## src/rtl/minimips_pkg.sv

```systemverilog
// Shared MiniMIPS definitions: fetch FSM states, instruction field positions and opcodes.
package minimips_pkg;

  typedef enum logic [1:0] {
    IDLE = 2'd0,
    REQ  = 2'd1,
    BUF  = 2'd2
  } fetch_state_t;

  localparam int OP_MSB    = 15;
  localparam int OP_LSB    = 12;
  localparam int RS_MSB    = 11;
  localparam int RS_LSB    = 9;
  localparam int RT_MSB    = 8;
  localparam int RT_LSB    = 6;
  localparam int RD_MSB    = 5;
  localparam int RD_LSB    = 3;
  localparam int FUNCT_MSB = 2;
  localparam int FUNCT_LSB = 0;
  localparam int IMM_MSB   = 5;
  localparam int IMM_LSB   = 0;

  // Opcodes as decoded by main_control
  localparam logic [3:0] OPC_RTYPE = 4'h0;
  localparam logic [3:0] OPC_ADDI  = 4'h1;
  localparam logic [3:0] OPC_LW    = 4'h2;
  localparam logic [3:0] OPC_SW    = 4'h3;
  localparam logic [3:0] OPC_BEQ   = 4'h4;
  localparam logic [3:0] OPC_JMP   = 4'h5;
  localparam logic [3:0] OPC_LUI   = 4'h6;

endpackage

```

## src/rtl/fetch_skid_buffer.sv

```systemverilog
// One-entry holding slot for an instruction fetched while downstream was stalled.
module fetch_skid_buffer
  import minimips_pkg::*;
#(
  parameter int PC_W    = 16,
  parameter int INSTR_W = 16
) (
  input  logic               clk,
  input  logic               rst_n,
  input  logic               load,
  input  logic               drain,
  input  logic               flush,
  input  logic [INSTR_W-1:0] load_instr,
  input  logic [PC_W-1:0]    load_pc1,
  output logic               full,
  output logic [INSTR_W-1:0] instr,
  output logic [PC_W-1:0]    pc1
);

  // Flush wins so a redirect never lets a stale entry survive
  always_ff @(posedge clk) begin
    if (!rst_n) begin
      full  <= 1'b0;
      instr <= '0;
      pc1   <= '0;
    end else if (flush) begin
      full <= 1'b0;
    end else if (load) begin
      full  <= 1'b1;
      instr <= load_instr;
      pc1   <= load_pc1;
    end else if (drain) begin
      full <= 1'b0;
    end
  end

endmodule

```

## src/rtl/fetch_decode_stage.sv

```systemverilog
// MiniMIPS fetch + IF/ID register: PC, imem req/ack, skid buffer, branch flush, field split.
// Optional FETCH_PERF_EN adds saturating perf_fetched / perf_bubbles counters.
module fetch_decode_stage
  import minimips_pkg::*;
#(
  parameter int              PC_W     = 16,
  parameter int              INSTR_W  = 16,
  parameter logic [PC_W-1:0] RESET_PC = '0
) (
  input  logic               clk,
  input  logic               rst_n,
  output logic               imem_req,
  output logic [PC_W-1:0]    imem_addr,
  input  logic               imem_ack,
  input  logic [INSTR_W-1:0] imem_rdata,
  input  logic               stall,
  input  logic               branch_taken,
  input  logic [PC_W-1:0]    branch_target,
  output logic               valid,
  output logic [3:0]         op,
  output logic [2:0]         rs,
  output logic [2:0]         rt,
  output logic [2:0]         rd,
  output logic [2:0]         funct,
  output logic [5:0]         imm,
  output logic [PC_W-1:0]    pc_plus1
`ifdef FETCH_PERF_EN
  ,
  output logic [31:0]        perf_fetched,
  output logic [31:0]        perf_bubbles
`endif
);

  fetch_state_t       state, state_d;
  logic [PC_W-1:0]    fetch_pc, fetch_pc_d;
  logic [INSTR_W-1:0] ir, ir_d;
  logic               valid_d;
  logic [PC_W-1:0]    pc1, pc1_d;
  logic               pend, pend_d;
  logic [PC_W-1:0]    tgt, tgt_d;
  logic               buf_load, buf_drain, buf_flush, buf_full;
  logic [INSTR_W-1:0] buf_instr;
  logic [PC_W-1:0]    buf_pc1;

  fetch_skid_buffer #(.PC_W(PC_W), .INSTR_W(INSTR_W)) u_skid (
    .clk        (clk),
    .rst_n      (rst_n),
    .load       (buf_load),
    .drain      (buf_drain),
    .flush      (buf_flush),
    .load_instr (imem_rdata),
    .load_pc1   (fetch_pc + PC_W'(1)),
    .full       (buf_full),
    .instr      (buf_instr),
    .pc1        (buf_pc1)
  );

  always_ff @(posedge clk) begin
    if (!rst_n) begin
      state    <= IDLE;
      fetch_pc <= RESET_PC;
      ir       <= '0;
      valid    <= 1'b0;
      pc1      <= RESET_PC;
      pend     <= 1'b0;
      tgt      <= RESET_PC;
    end else begin
      state    <= state_d;
      fetch_pc <= fetch_pc_d;
      ir       <= ir_d;
      valid    <= valid_d;
      pc1      <= pc1_d;
      pend     <= pend_d;
      tgt      <= tgt_d;
    end
  end

  // Output register: a taken branch kills, a stall holds, otherwise a bubble unless overwritten below
  always_comb begin
    state_d    = state;
    fetch_pc_d = fetch_pc;
    ir_d       = ir;
    valid_d    = (stall && !branch_taken) ? valid : 1'b0;
    pc1_d      = pc1;
    pend_d     = pend;
    tgt_d      = tgt;
    buf_load   = 1'b0;
    buf_drain  = 1'b0;
    buf_flush  = 1'b0;
    imem_req   = 1'b0;
    case (state)
      IDLE: state_d = REQ;
      REQ: begin
        imem_req = 1'b1;
        if (imem_ack) begin
          if (branch_taken || pend) begin
            fetch_pc_d = branch_taken ? branch_target : tgt;
            pend_d     = 1'b0;
          end else if (!stall) begin
            ir_d       = imem_rdata;
            valid_d    = 1'b1;
            pc1_d      = fetch_pc + PC_W'(1);
            fetch_pc_d = fetch_pc + PC_W'(1);
          end else begin
            buf_load   = 1'b1;
            fetch_pc_d = fetch_pc + PC_W'(1);
            state_d    = BUF;
          end
        end else if (branch_taken) begin
          // The in-flight request must still complete; remember where to go afterwards
          pend_d = 1'b1;
          tgt_d  = branch_target;
        end
      end
      BUF: begin
        if (branch_taken) begin
          buf_flush  = 1'b1;
          fetch_pc_d = branch_target;
          state_d    = REQ;
        end else if (!stall && buf_full) begin
          buf_drain = 1'b1;
          ir_d      = buf_instr;
          pc1_d     = buf_pc1;
          valid_d   = 1'b1;
          state_d   = REQ;
        end
      end
      default: state_d = IDLE;
    endcase
  end

  assign imem_addr = fetch_pc;
  assign pc_plus1  = pc1;
  assign op        = ir[OP_MSB:OP_LSB];
  assign rs        = ir[RS_MSB:RS_LSB];
  assign rt        = ir[RT_MSB:RT_LSB];
  assign rd        = ir[RD_MSB:RD_LSB];
  assign funct     = ir[FUNCT_MSB:FUNCT_LSB];
  assign imm       = ir[IMM_MSB:IMM_LSB];

`ifdef FETCH_PERF_EN
  always_ff @(posedge clk) begin
    if (!rst_n) begin
      perf_fetched <= '0;
      perf_bubbles <= '0;
    end else begin
      if (valid && !stall && perf_fetched != '1)
        perf_fetched <= perf_fetched + 32'd1;
      if (state != IDLE && !valid && perf_bubbles != '1)
        perf_bubbles <= perf_bubbles + 32'd1;
    end
  end
`endif

endmodule

```

## config.mk

```make
export PLATFORM = sky130hd
export DESIGN_NAME = fetch_decode_stage
export DESIGN_NICKNAME = d
export VERILOG_FILES = /design/src/rtl/minimips_pkg.sv /design/src/rtl/fetch_skid_buffer.sv /design/src/rtl/fetch_decode_stage.sv
export SDC_FILE = /design/constraint.sdc
export NUM_CORES = 1
export LEC_CHECK = 0
export ABC_AREA = 1
export BUFFER_PORTS_ARGS = -buffer_cell sky130_fd_sc_hd__buf_2
export CAP_MARGIN = 20
export CORE_MARGIN = 2
export CORE_UTILIZATION = 52
export CTS_CLUSTER_DIAMETER = 120
export DETAILED_ROUTE_END_ITERATION = 8
export PLACE_DENSITY_LB_ADDON = 0.05
export SKIP_CTS_REPAIR_TIMING = 1
export SKIP_LAST_GASP = 1
export SLEW_MARGIN = 30
export SYNTH_ARGS = -nofsm -noshare
export SYNTH_HDL_FRONTEND = slang
export SYNTH_SLANG_ARGS = --single-unit
```

## constraint.sdc

```tcl
create_clock -name clk -period 2.08 [get_ports clk]
set_input_delay 0.104 -clock clk [delete_from_list [all_inputs] [get_ports clk]]
set_output_delay 0.104 -clock clk [all_outputs]
set_load 0.05 [all_outputs]
```

==> results by group, run 1 <==
Status
  – Outcome: finished with violations
  – Failing checks: negative hold slack

Place
  – Dpl hpwl: 8.78 mm
  – DP Area: 0.00533 mm2
  – IO buf count: 92
  – Final Wtd Congestion: 0.900

Global routing
  – Number of global-route vias before repair: 4501
  – First-pass GRT wire length: 21.2 mm
  – Congestion Overflow GR: 0
  – Antenna violations before repair: 0
  – Largest net degree at the start of global routing: 81
  – GRT Resource Usage Total: 26.0%

Die
  – Rows: 35
  – Placeable Area: 0.00915 mm2
  – Die ar.: 0.0101 mm2
  – Die Y: 100 um
  – IO Pins: 93
  – Starting density of the core: 52.9%
  – Die width: 100 um

Timing
  – Final min period: 1900 ps
  – Hold Slack: -23.1 ps
  – Post-route setup TNS: 0 ps
  – Crit share post-route: 91.5%
  – Setup violators final: 0
  – Worst slew pin tran: 807 ps
  – RSZ-0062 raised after global routing: no
  – Max_slew headroom: 46.2%
  – Final Hold Vio Count: 9
  – Layout Skew: 15.9 ps
  – Final slew viol count: 0
  – Fmax: 526 MHz

Clock network
  – Clock sinks: 101
  – CTS tree: done
  – CTS Root Buffer Type: clkbuf_8
  – Maximum clock path buffer count: 2
  – Clock transition at path regs: 110 ps
  – Num CTS Buffers: 9
  – CTS H-tree lvls: 3
  – Worst skew pair latency: 370 ps

Min path
  – Hold WC Path Type: in -> reg

Logic synthesis
  – Sequential area share after synthesis: 41.8%
  – Synthesized area: 0.00484 mm2
  – Post-synth top area cell: dfxtp_1
  – Post-Syn Instances: 690
  – Most common cell in the netlist: nand2_1
  – Post-synth top flop: dfxtp_1
  – Seq cells post-synth: 101
  – Top-area cell type share of the netlist area: 41.8%
  – Largest cells by area after synthesis: dfxtp_1 42%, nand2_1 13%, nor2_1 6.4%
  – Synth top cells by count: 171 x nand2_1, 101 x dfxtp_1, 83 x nor2_1, 60 x a21oi_1, 54 x o21ai_0
  – Post-synth cell types: 34
  – Mapped Nets: 731
  – Ys async rst share: 0%
  – Syn_area_per_cell: 7.02 um2
  – Post-synth EDFFs: 0
  – Yosys warns: 0

Routing
  – Via count: 4789
  – WL per Instance: 14.4 um
  – Remaining DRCs: 0
  – ANT nets after route: 0
  – First-pass DRT Iterations: 5
  – WL final: 12.7 mm
  – Via density: 5.43
  – DR iter-0 viols: 223

Setup path
  – Data arrival, critical path: 2190 ps
  – Critical setup path kind: reg -> reg
  – Worst Setup Start Kind: flip-flop
  – Crit end category: flip-flop
  – Critical Path RT: 2370 ps
  – Critical Path Fanout Max: 16

Cells and area
  – Layout area overhead: 15.9%
  – Design Area, Final: 0.00561 mm2
  – Area occupied by multi-input gates: 0.00241 mm2
  – Final #Nets: 807
  – Final Util: 61.3%
  – Share of cells above drive strength 1: 18.4%
  – Register area: 0.00202 mm2
  – Antenna diode count: 0
  – Filler cells: 865

Pwr
  – Total power: 5610 uW
  – Max rail drop VDD: 0.563 mV
  – Leak Pwr: 0.00257 uW
  – Cell area power density: 999 mW/mm2

Flow run
  – MaxCap Viol Count: 0
worst max-delay path, stage by stage (launching register included):
cell	delay, ps
dfxtp_1	340
inv_1	80
ha_1	320
nor2_2	100
a21oi_1	160
nand3_2	150
inv_4	210
buf_4	210
o21ai_1	80
a31oi_1	190
layout make-up:
| type | instances | area share (%) |
|---|---|---|
| clock buffer | 9 | 2.21 |
| inverter | 35 | 2.38 |
| tap | 111 | 2.47 |
| multi-input combinational | 502 | 42.9 |
| sequential | 101 | 36.0 |
| timing repair buffer | 117 | 12.6 |
| clock inverter | 7 | 1.43 |
metrics by stage:
stage	worst slack, ps	std cells
after global placement	273	858
final	177	882
after detailed placement	150	858
after CTS	127	874
after floorplan	208	690
after global routing	15.5	882
report_power, final:
| group | switching, uW | total (uW) | internal (uW) | leakage [uW] |
|---|---|---|---|---|
| combinational | 1410 | 1940 | 525 | 0.00165 |
| clock | 742 | 1320 | 574 | 0.000102 |
| sequential | 167 | 2360 | 2190 | 0.000824 |
| total | 2320 | 5610 | 3290 | 0.00257 |
cells by family (layout without fill, tap and decap cells):
family	after synthesis	after routing	share of synthesized area, %
XOR/XNOR	7	7	1.27
flip-flops	101	101	41.8
buffers and inverters	87	168	8.53
multiplexers	2	2	0.413
AND/OR/NAND/NOR	288	288	23.9
AO/OA/AOI/OAI	201	201	23.2
adder cells (fa/ha/maj)	4	4	1.03
per-layer routing:
layer / share of wire, % / wire [um] / track usage, %
met5: 0 / 0 / 0
met4: 1.2 / 154 / 6.64
met3: 5.8 / 731 / 4.44
met2: 48 / 6080 / 44.3
met1: 45 / 5700 / 34.3
placed cells by master (no fill, tap or decap), drive strengths merged:
master       count
nand2          171
clkinvlp         1
and2             4
xor2             4
clkbuf           9
nand3           16
dlygate4sd3      8
a211oi           2
ha               4
or2              2
xnor2            3
nor3             1
a31oi           32
nor2            89
o211ai          11
a21oi           62
dfxtp          101
clkinv           2
inv             38
o21bai           8
bufinv           1
nand4            5
buf            109
o22ai            1
mux2i            2
o21ai           84
a221oi           1
flip-flops by register name, summed over array words and instances, names as in the netlist:
signal	flops
imem_addr	16
ir	16
pc_plus1	16
tgt	16
u_skid.instr	16
u_skid.pc1	16
state	2
pend	1
u_skid.full	1
valid	1
final timing paths:
path                            slack (ps)                       start  depth (start not counted)                      endpoint
worst max-delay path                   180       state[1]$_SDFFE_PN0P_                          9           ir[13]$_SDFFE_PN0P_
worst min-delay path                   -20               imem_rdata[3]                          3  u_skid.instr[3]$_SDFFE_PN0P_
worst max register to register         180       state[1]$_SDFFE_PN0P_                          9           ir[13]$_SDFFE_PN0P_
worst min register to register         460  u_skid.pc1[0]$_SDFFE_PN0P_                          2      pc_plus1[0]$_SDFFE_PN0P_
Note: power is estimated with default switching activity, not from simulation.
==> run 2: changes to the inputs <==
Settings changed: GPL_TIMING_DRIVEN set to 0, REMOVE_ABC_BUFFERS set to 1.
==> run 2 against run 1 <==
  * The flow still finishes with violations (negative hold slack)
  * Final area shrank 0.33%
  * Routed wire length grew 3.7%
  * Global-route usage shrank 1.3 points
  * First-iteration DRC count grew 43%
  * Non-clock buffer count shrank 9
  * Register-to-register slack lost 70 ps
  * Largest cell class unchanged
  * Largest power group unchanged
  * Highest routed layer unchanged
==> results by group, run 2 (same netlist as run 1, synthesis figures left out) <==
Setup path
  – Data arrival, critical path: 2220 ps
  – Reg2reg start: state[1]$_SDFFE_PN0P_
  – R2r endpoint: imem_addr[1]$_SDFFE_PN0P_
  – Critical Path RT: 2330 ps
  – Worst path cell trace: inv_1, ha_1, inv_2, nor2_4, nor2_1, nand2_4, inv_2, o21ai_0, a21oi_1
  – Crit end category: flip-flop
  – Reg2Reg Depth: 9
  – Critical setup path kind: reg -> reg
  – Worst setup path end: imem_addr[1]$_SDFFE_PN0P_
  – Worst Setup Start Kind: flip-flop
  – Setup slack, reg-to-reg: 110 ps
  – Crit-path most repeated cell: inv_2
  – Max stage delay on crit path: 360 ps
  – Critical path's slowest cell: dfxtp_1
  – Critical Path Fanout Max: 29
  – Crit path from: state[1]$_SDFFE_PN0P_

Die
  – IO Pins: 93
  – Placeable Area: 0.00915 mm2
  – Die Y: 100 um
  – Starting density of the core: 52.9%
  – Rows: 35
  – Die width: 100 um
  – Die ar.: 0.0101 mm2

Clock network
  – Clock sinks: 101
  – CTS tree: done
  – Worst skew pair latency: 370 ps
  – CTS Root Buffer Type: clkbuf_8
  – CTS H-tree lvls: 3
  – Maximum clock path buffer count: 2
  – Clock transition at path regs: 110 ps
  – Num CTS Buffers: 9

Global routing
  – First-pass GRT wire length: 20.1 mm
  – Congestion Overflow GR: 0
  – Largest net degree at the start of global routing: 82
  – GRT Resource Usage Total: 24.7%
  – Number of global-route vias before repair: 4148
  – Antenna violations before repair: 0

Cells and area
  – Share of cells above drive strength 1: 17.7%
  – Antenna diode count: 0
  – Final Util: 61.1%
  – Layout area overhead: 15.6%
  – Leading cell type in the layout, fill and taps excluded: nand2_1
  – Final #Nets: 799
  – Most frequent cells in the layout: 170 x nand2_1, 101 x dfxtp_1, 91 x buf_2

Timing
  – Layout Skew: 12.2 ps
  – Max_slew headroom: 43.6%
  – Worst slew pin tran: 846 ps
  – Final min period: 1970 ps
  – Fmax: 507 MHz
  – Final slew viol count: 0
  – Setup violators final: 0
  – Post-route setup TNS: 0 ps
  – Hold Slack: -26.1 ps
  – Worst setup margin: 107 ps
  – Crit share post-route: 94.9%
  – Final Hold Vio Count: 9

Pwr
  – Leak Pwr: 0.00253 uW
  – Sw power: 2330 uW
  – Cell area power density: 981 mW/mm2
  – Pint: 3160 uW
  – Clock power frac: 21.9%
  – Sequential power share: 42.7%
  – Power share of the combinational group: 35.4%
  – Max rail drop VDD: 0.467 mV
  – Net Sw Frac: 42.4%

Flow run
  – MaxCap Viol Count: 0

Place
  – Final Wtd Congestion: 0.817
  – Dpl hpwl: 7.59 mm
  – IO buf count: 92
  – Pre-CTS WS: -762 ps

Routing
  – WL final: 13.1 mm
  – Via count: 4749
  – DR iter-0 viols: 320
  – First-pass DRT Iterations: 5
  – WL per Instance: 15.1 um
  – Via density: 5.44
  – Remaining DRCs: 0
  – ANT nets after route: 0

Status
  – Outcome: finished with violations
  – Failing checks: negative hold slack

Min path
  – Hold Path Depth: 3
  – Hold WC Path Type: in -> reg
==> run 2: area by class of cell <==
| cell class | instances | area (um2) |
|---|---|---|
| fillers | 846 | 3560 |
| multi-input cells | 503 | 2450 |
| flip-flops and latches | 101 | 2020 |
| repair buffers | 108 | 643 |
| inverters | 35 | 160 |
| well taps | 111 | 139 |
| clock buffers | 10 | 138 |
| clock inverters | 5 | 42.5 |
==> run 2: critical path, delay by kind of cell, from the launching register on <==
| kind | cells | cell delay (ps) |
|---|---|---|
| buffers and inverters | 3 | 330 |
| AO/OA/AOI/OAI | 2 | 250 |
| flip-flops | 1 | 360 |
| adder cells (fa/ha/maj) | 1 | 350 |
| AND/OR/NAND/NOR | 3 | 570 |
==> run 2: layer usage <==
layer  wire [um]  global-route usage [%]  vias up
met5           0                       0        -
met4         142                    6.53        0
met3         707                    3.19       13
met2        6310                    42.8      149
met1        5990                    32.6     2171
li1            -                       -     2416
==> run 2: how the worst min path moves through the flow <==
stage                       start                           end  slack (ps)
floorplan                imem_ack             pend$_SDFFE_PN0P_         210
global placement    imem_rdata[3]  u_skid.instr[3]$_SDFFE_PN0P_         350
detailed placement  imem_rdata[4]  u_skid.instr[4]$_SDFFE_PN0P_         350
CTS                 imem_rdata[4]  u_skid.instr[4]$_SDFFE_PN0P_         -40
global route        imem_rdata[8]  u_skid.instr[8]$_SDFFE_PN0P_          -5
finish              imem_rdata[8]  u_skid.instr[8]$_SDFFE_PN0P_         -30
==> run 2: metrics by stage <==
step	area [um2]	total power, uW	hold WS, ps	std cells
after floorplan	4560	3750	206	638
after global placement	5160	4200	345	841
after global routing	5600	5770	-5.36	873
after CTS	5390	5430	-39.2	857
after detailed placement	5210	4240	353	842
final	5600	5490	-26.1	873
==> run 2: power by group through the flow <==
stage	Combinational [uW]	Clock (uW)	Sequential [uW]
final	1940	1200	2350
after global routing	2100	1300	2370
after CTS	1860	1230	2340
after detailed placement	1850	0	2380
after global placement	1820	0	2370
after floorplan	693	0	3050
==> run 3: changes to the inputs <==
Settings changed: CORE_UTILIZATION 52 to 26.
==> run 3 against run 2 <==
  * The run still ends with negative hold slack left
  * Final area rose by 4.6%
  * Total power grew 12%
  * Combinational power up 3%
  * Die area increased by 95%
  * Maximum frequency grew 3.3%
  * Critical endpoint is now imem_addr[8]$_SDFFE_PN0P_
  * Highest routed layer unchanged
==> results by group, run 3 (same netlist as run 1, synthesis figures left out) <==
Min path
  – Hold WC Path Type: in -> reg
  – Hold Path Depth: 3
  – Hold Path Sink: u_skid.instr[5]$_SDFFE_PN0P_
  – Hold Path Origin: imem_rdata[5]

Pwr
  – Clock power frac: 29.2%
  – Cell area power density: 1050 mW/mm2
  – Power share of the combinational group: 32.5%
  – Sequential power share: 38.3%
  – Total power: 6130 uW
  – Net Sw Frac: 40.6%
  – Max rail drop VDD: 0.395 mV
  – Leak Pwr: 0.00259 uW
  – Sw power: 2490 uW
  – Pint: 3640 uW

Clock network
  – Maximum clock path buffer count: 2
  – Clock transition at path regs: 70 ps
  – CTS tree: done
  – Clock sinks: 101
  – CTS H-tree lvls: 3
  – CTS Root Buffer Type: clkbuf_16
  – Worst skew pair latency: 360 ps
  – Num CTS Buffers: 9

Setup path
  – Worst Setup Start Kind: flip-flop
  – Critical Path Fanout Max: 50
  – Crit end category: flip-flop
  – Max stage delay on crit path: 370 ps
  – Data arrival, critical path: 2110 ps
  – Critical setup path kind: reg -> reg
  – Critical Path RT: 2280 ps
  – Reg2reg start: state[0]$_SDFFE_PN0P_
  – Setup slack, reg-to-reg: 170 ps
  – Worst path cell trace: inv_1, ha_4, buf_12, inv_6, o21ai_0, o21bai_1, nand2_1, a21oi_1
  – R2r endpoint: imem_addr[8]$_SDFFE_PN0P_
  – Critical path's slowest cell: inv_6
  – Reg2Reg Depth: 8

Timing
  – RSZ-0062 raised after global routing: no
  – Crit share post-route: 91.9%
  – Worst slew pin tran: 918 ps
  – Final slew viol count: 0
  – Fmax: 523 MHz
  – Final Hold Vio Count: 7
  – Layout Skew: 10.3 ps
  – Hold Slack: -9.85 ps
  – Setup violators final: 0
  – Final min period: 1910 ps
  – Max_slew headroom: 38.7%

Die
  – Die width: 140 um
  – IO Pins: 93
  – Starting density of the core: 26.7%
  – Placeable Area: 0.0181 mm2
  – Die Y: 140 um
  – Die ar.: 0.0197 mm2
  – Rows: 49

Place
  – DP Area: 0.00538 mm2
  – Dpl hpwl: 9.41 mm
  – Final Wtd Congestion: 0.793
  – IO buf count: 92
  – DP Cell Count: 961

Routing
  – Via density: 4.76
  – Via count: 4707
  – WL per Instance: 16.0 um
  – DR iter-0 viols: 273
  – First-pass DRT Iterations: 4
  – WL final: 15.9 mm
  – Remaining DRCs: 0
  – ANT nets after route: 0

Cells and area
  – Final #Nets: 796
  – Filler cells: 1988
  – Layout area overhead: 20.9%
  – Leading cell type in the layout, fill and taps excluded: nand2_1
  – Most frequent cells in the layout: 170 x nand2_1, 101 x dfxtp_1, 91 x buf_2
  – Antenna diode count: 0
  – Design Area, Final: 0.00585 mm2
  – Finished Layout Cells: 989
  – Share of cells above drive strength 1: 18.4%

Global routing
  – Antenna violations before repair: 0
  – Largest net degree at the start of global routing: 82
  – GRT Resource Usage Total: 15.8%
  – Congestion Overflow GR: 0
  – Number of global-route vias before repair: 4370
  – First-pass GRT wire length: 24.4 mm

Status
  – Outcome: finished with violations
  – Failing checks: negative hold slack

Flow run
  – MaxCap Viol Count: 0
[run 3: power groups by stage]
stage          Sequential, uW  Combinational, uW  Clock [uW]
6_report                 2350               1990        1790
5_1_grt                  2390               2170        1940
4_1_cts                  2350               1920        1870
3_5_place_dp             2390               1910           0
3_3_place_gp             2390               1900           0
2_1_floorplan            3050                693           0
[run 3: worst max-delay path, delay by kind of cell, from the launching register on]
kind / cells / cell delay (ps)
buf+inv: 3 / 660
compound gates: 3 / 390
flops: 1 / 340
fa+ha+maj: 1 / 240
simple gates: 1 / 90
[run 3: area by class of cell]
cell class / count / area (um2) / share of cell area, %
multi-input combinational: 503 / 2470 / 42.2
clock inverter: 7 / 80.1 / 1.37
inverter: 35 / 153 / 2.61
tap: 229 / 287 / 4.90
clock buffer: 9 / 225 / 3.85
sequential: 101 / 2020 / 34.5
timing repair buffer: 105 / 617 / 10.5
[run 3: stage by stage]
| step | utilization (%) | setup WS (ps) | setup TNS [ps] | hold slack, ps |
|---|---|---|---|---|
| CTS | 31.3 | -877 | -47490 | -22.4 |
| global route | 32.3 | 7.99 | 0 | 0.810 |
| floorplan | - | -708 | -39830 | 206 |
| global placement | 29.3 | -2900 | -192330 | 349 |
| finish | 32.3 | 169 | 0 | -9.85 |
| detailed placement | 29.7 | -978 | -55740 | 350 |
[run 3: worst max-delay path by stage]
stage	from	endpoint
after detailed placement	branch_taken	pc_plus1[6]$_SDFFE_PN0P_
after CTS	state[0]$_SDFFE_PN0P_	ir[14]$_SDFFE_PN0P_
after global routing	state[1]$_SDFFE_PN0P_	tgt[10]$_SDFFE_PN0P_
after global placement	state[0]$_SDFFE_PN0P_	imem_addr[0]$_SDFFE_PN0P_
final	state[0]$_SDFFE_PN0P_	imem_addr[8]$_SDFFE_PN0P_
after floorplan	state[0]$_SDFFE_PN0P_	imem_addr[0]$_SDFFE_PN0P_
[run 3: per-layer routing]
layer	global-route usage, %	routed length (um)	vias up
met2	25.9	7170	115
met1	21.1	7650	2146
met4	4.89	307	0
met3	3.18	747	20
met5	0	0	-
li1	-	-	2426
